==> config.mk <==
export PLATFORM = sky130hd
export DESIGN_NAME = mips_multicycle_ctrl
export DESIGN_NICKNAME = d
export VERILOG_FILES = /design/src/rtl/mips_multicycle_ctrl.sv
export SDC_FILE = /design/constraint.sdc
export NUM_CORES = 1
export LEC_CHECK = 0
export CORE_UTILIZATION = 42
export DETAILED_ROUTE_END_ITERATION = 6
export PLACE_DENSITY_LB_ADDON = 0.15
export SLEW_MARGIN = 20
export SYNTH_ARGS = -nofsm -noshare
export SYNTH_HDL_FRONTEND = slang
export SYNTH_SLANG_ARGS = --single-unit
export TNS_END_PERCENT = 20
==> constraint.sdc <==
create_clock -name clk -period 1.8 [get_ports clk]
set_input_delay 0.54 -clock clk [delete_from_list [all_inputs] [get_ports clk]]
set_output_delay 0.54 -clock clk [all_outputs]
set_load 0.01 [all_outputs]
==> src/rtl/mips_multicycle_ctrl.sv <==
// Moore control FSM for the shared-memory multicycle MIPS datapath, with a retired-instruction counter.
// Define MEM_WAIT_EN to add the mem_ready handshake that stalls FETCH, MEMRD and MEMWR.
module mips_multicycle_ctrl #(
    parameter int unsigned CNT_W = 32
) (
    input  logic             clk,
    input  logic             rst_n,
    input  logic [5:0]       opcode,
    input  logic             zero,
`ifdef MEM_WAIT_EN
    input  logic             mem_ready,
`endif
    output logic             pc_en,
    output logic             iord,
    output logic             mem_read,
    output logic             mem_write,
    output logic             ir_write,
    output logic             reg_dst,
    output logic             mem_to_reg,
    output logic             reg_write,
    output logic             alu_src_a,
    output logic [1:0]       alu_src_b,
    output logic [1:0]       alu_op,
    output logic [1:0]       pc_src,
    output logic             illegal,
    output logic [3:0]       state,
    output logic [CNT_W-1:0] instr_cnt
);

    localparam logic [5:0] OpRtype = 6'h00;
    localparam logic [5:0] OpJ     = 6'h02;
    localparam logic [5:0] OpBeq   = 6'h04;
    localparam logic [5:0] OpBne   = 6'h05;
    localparam logic [5:0] OpAddi  = 6'h08;
    localparam logic [5:0] OpLw    = 6'h23;
    localparam logic [5:0] OpSw    = 6'h2B;

    typedef enum logic [3:0] {
        StRst    = 4'd0,
        StFetch  = 4'd1,
        StDecode = 4'd2,
        StMemAdr = 4'd3,
        StMemRd  = 4'd4,
        StMemWb  = 4'd5,
        StMemWr  = 4'd6,
        StExec   = 4'd7,
        StAluWb  = 4'd8,
        StBranch = 4'd9,
        StAddiEx = 4'd10,
        StAddiWb = 4'd11,
        StJump   = 4'd12
    } state_e;

    state_e           state_q, state_d;
    logic [CNT_W-1:0] cnt_q, cnt_d;
    logic             ready;

`ifdef MEM_WAIT_EN
    assign ready = mem_ready;
`else
    assign ready = 1'b1;
`endif

    always_comb begin
        state_d    = StFetch;
        pc_en      = 1'b0;
        iord       = 1'b0;
        mem_read   = 1'b0;
        mem_write  = 1'b0;
        ir_write   = 1'b0;
        reg_dst    = 1'b0;
        mem_to_reg = 1'b0;
        reg_write  = 1'b0;
        alu_src_a  = 1'b0;
        alu_src_b  = 2'd0;
        alu_op     = 2'd0;
        pc_src     = 2'd0;
        illegal    = 1'b0;
        case (state_q)
            StRst: state_d = StFetch;
            StFetch: begin
                mem_read  = 1'b1;
                alu_src_b = 2'd1;
                // PC and IR load only on the completing cycle so a stall cannot double-step PC
                ir_write  = ready;
                pc_en     = ready;
                state_d   = ready ? StDecode : StFetch;
            end
            StDecode: begin
                alu_src_b = 2'd3;
                case (opcode)
                    OpRtype:     state_d = StExec;
                    OpLw, OpSw:  state_d = StMemAdr;
                    OpBeq, OpBne: state_d = StBranch;
                    OpAddi:      state_d = StAddiEx;
                    OpJ:         state_d = StJump;
                    default: begin
                        illegal = 1'b1;
                        state_d = StFetch;
                    end
                endcase
            end
            StMemAdr: begin
                alu_src_a = 1'b1;
                alu_src_b = 2'd2;
                state_d   = (opcode == OpLw) ? StMemRd : StMemWr;
            end
            StMemRd: begin
                iord     = 1'b1;
                mem_read = 1'b1;
                state_d  = ready ? StMemWb : StMemRd;
            end
            StMemWb: begin
                mem_to_reg = 1'b1;
                reg_write  = 1'b1;
            end
            StMemWr: begin
                iord      = 1'b1;
                mem_write = 1'b1;
                state_d   = ready ? StFetch : StMemWr;
            end
            StExec: begin
                alu_src_a = 1'b1;
                alu_op    = 2'd2;
                state_d   = StAluWb;
            end
            StAluWb: begin
                reg_dst   = 1'b1;
                reg_write = 1'b1;
            end
            StBranch: begin
                alu_src_a = 1'b1;
                alu_op    = 2'd1;
                pc_src    = 2'd1;
                pc_en     = (opcode == OpBeq) ? zero : ~zero;
            end
            StAddiEx: begin
                alu_src_a = 1'b1;
                alu_src_b = 2'd2;
                state_d   = StAddiWb;
            end
            StAddiWb: reg_write = 1'b1;
            StJump: begin
                pc_src = 2'd2;
                pc_en  = 1'b1;
            end
            default: state_d = StFetch;
        endcase
    end

    // An instruction retires on the hand-off from its last state back to FETCH
    always_comb begin
        cnt_d = cnt_q;
        if (state_d == StFetch && (state_q inside {StMemWb, StMemWr, StAluWb, StBranch,
                                                   StAddiWb, StJump})) begin
            cnt_d = cnt_q + 1'b1;
        end
    end

    always_ff @(posedge clk or negedge rst_n) begin
        if (!rst_n) begin
            state_q <= StRst;
            cnt_q   <= '0;
        end else begin
            state_q <= state_d;
            cnt_q   <= cnt_d;
        end
    end

    assign state     = state_q;
    assign instr_cnt = cnt_q;

endmodule

==> out/metrics.csv <==
stage;metric;value;unit
setup_path;worst_ep_arrival_time;1500;ps
grt;antenna_found_initial;0;
detailed_routing;vias;2027;
status;violations;setup timing;
placement;io_buffers;60;
timing;hold_slack;485.3;ps
grt;grt_usage;0.2516;
floorplan;initial_core_util;0.4382;
setup_path;crit_required;1260;ps
clocking;clk_latency;290;ps
floorplan;dieHeight;69.40;µm
layout;nFillCells;286;
timing;setup_viol;33;
placement;placed_area;3032;µm²
setup_path;critPathSlowestCell;or3_4;
run;cap_violations;0;
synthesis;synthFlopType;dfrtp_1;
setup_path;setup.worst_path.class;input pin to output port;
synthesis;async_flop_share;1.000;
clocking;tritoncts;yes;
detailed_routing;firstDrtPassIters;4;
synthesis;synth_edf_count;0;
synthesis;yosys-top-cells-area;dfrtp_1 (47%), xnor2_1 (12%), nand2_1 (5.1%);
layout;n_antenna_cell;0;
timing;min_period;2040;ps
timing;final_max_slew_viol_count;0;
synthesis;synth_fp_nets;207;
detailed_routing;viasPerCell;5.251;
synthesis;synth_largest_area_cell;dfrtp_1;
setup_path;crit_chain;buf_8 > buf_6 > or3_4 > o21ai_2 > a211oi_2 > buf_2;
floorplan;boundaryPins;61;
synthesis;synthDistinctLibCells;38;
hold_path;hold_path_class;flop to flop;
timing;rsz0062_at_grt;yes;
synthesis;synth_cells;197;
clocking;clk_pin_slew;80;ps
floorplan;die_w;69.40;µm
timing;finClkSkew;8.121;ps
layout;final_layout_size_suffix_gt1_frac;0.4850;
pwr;p_leak;1.919;nW
synthesis;ys_seq_elements;36;
synthesis;synthTopCellsByCount;dfrtp_1 (36), xnor2_1 (27), nand2_1 (26);
clocking;clock-sinks;36;
grt;grt_max_degree;37;
synthesis;synth_top_cell_area_share;0.4721;
layout;register_area;908.4;µm²
clocking;cts_htree_levels;2;
timing;worst_pin_slew;355.3;ps
setup_path;critPathMaxStageDelay;380;ps
placement;dp_hpwl;3702;µm
grt;grt_overflow;0;
synthesis;synthesis.area;1908;µm²
status;status;finished with violations;
synthesis;synth_warnings;0;
layout;multiInputGateArea;1251;µm²
synthesis;synth_area_per_cell;9.686;µm²
clocking;cts_hold_buf;0;
layout;final_area;3526;µm²
timing;hold_violations;0;
synthesis;synth.most_common_cell;dfrtp_1;
clocking;clockBufferDepth;2;
detailed_routing;first_iter_violations;70;
setup_path;cp-start-kind;input pin;
timing;slew_headroom;0.7625;
floorplan;core_area;4354;µm²
floorplan;rows;24;
timing;fin_ws;-240.3;ps
synthesis;seq_area_frac_synth;0.4721;
detailed_routing;wire_per_inst;15.95;µm
setup_path;cp-end-kind;output port;
clocking;cts_root_buf;clkbuf_8;
layout;final_nets;343;
layout;area_growth;84.79;%
setup_path;cp_max_fo;4;
pwr;peakVddDrop;0.0007692;V
timing;fin_crit_sh;1.133;
detailed_routing;drtAntennaViolNets;0;
clocking;cts_made_buffers;5;
grt;grt_pass1_vias;2013;
placement;gp_congestion;0.8134;
grt;grt_pass1_wl;9639;µm
detailed_routing;routed_wl;6156;µm
floorplan;die-area;4816;µm²
detailed_routing;drc_errors;0;
pwr;power.density;1121;nW/µm²
timing;fmax;0.4901;GHz
flip-flops by register name (all words and copies together) (netlist names):
register,flops
instr_cnt,32
state,4
worst max-delay path, delay by kind of cell:
family	cells	cell delay, ps
simple gates	1	380
buf+inv	3	370
compound gates	2	220
repair_timing:
| item | 4_1_cts | 5_1_grt |
|---|---|---|
| pin swaps | 20 | 12 |
| gates resized for setup | 164 | 44 |
| setup buffers | 22 | 4 |
| setup endpoints to repair | 64 | 49 |
cell type report:
class / instances / share of cell area
repair buffers: 136 / 0.3343
flip-flops and latches: 36 / 0.2576
inverters: 4 / 0.004258
clock buffers: 6 / 0.02058
clock inverters: 2 / 0.009936
multi-input cells: 150 / 0.3549
well taps: 52 / 0.01845
layout by cell type, fill, tap and decap left out, types with 9 or more instances in the layout:
cell,instances
nand2_1,21
xnor2_1,24
buf_6,18
buf_2,14
buf_4,61
nand4_1,9
dfrtp_1,30
dlygate4sd2_1,26
cells by family (layout without fill, tap and decap cells):
| family | Yosys count | count (layout) | synth area share |
|---|---|---|---|
| simple gates | 95 | 95 | 0.2616 |
| buf+inv | 11 | 148 | 0.02622 |
| compound gates | 18 | 18 | 0.06754 |
| flops | 36 | 36 | 0.4721 |
| fa+ha+maj | 1 | 1 | 0.006556 |
| mux | 1 | 1 | 0.005246 |
| xor+xnor | 35 | 35 | 0.1607 |
worst paths after layout:
check | cells after the start | endpoint | start | slack [ps]
max in group asynchronous | 2 | state[3] | rst_n | 970
hold / removal | 1 | instr_cnt[24] | instr_cnt[24] | 490
min in group asynchronous | 2 | instr_cnt[24] | rst_n | 620
hold reg to reg | 1 | instr_cnt[24] | instr_cnt[24] | 490
setup reg to reg | 9 | instr_cnt[31] | state[1] | -180
setup / recovery | 6 | illegal | opcode[0] | -240
stage by stage:
step / std cells / total power [mW] / util / TNS, ps / worst slack, ps
final: 386 / 3.953 / 0.8098 / -2877 / -240.3
after CTS: 385 / 3.629 / 0.7718 / -2226 / -219.6
after global routing: 386 / 4.135 / 0.8098 / -5375 / -307.3
after global placement: 357 / 2.774 / 0.6963 / -7791 / -1031
after floorplan: 197 / 1.870 / - / -706.2 / -101.0
after detailed placement: 357 / 2.795 / 0.6963 / -8624 / -1038
where the power goes:
group | switching (mW) | total (mW) | internal, mW
logic | 1.07 | 2.25 | 1.18
clock network | 0.294 | 0.705 | 0.411
registers | 0.0913 | 0.996 | 0.905
per-layer routing:
| layer | global-route usage | vias up | wire length (µm) |
|---|---|---|---|
| li1 | - | 956 | - |
| met1 | 0.3188 | 1009 | 2544 |
| met2 | 0.4304 | 49 | 3257 |
| met3 | 0.05087 | 13 | 198 |
| met4 | 0.07937 | 0 | 155 |
| met5 | 0 | - | 0 |
Power figures use the tool's default switching activity.
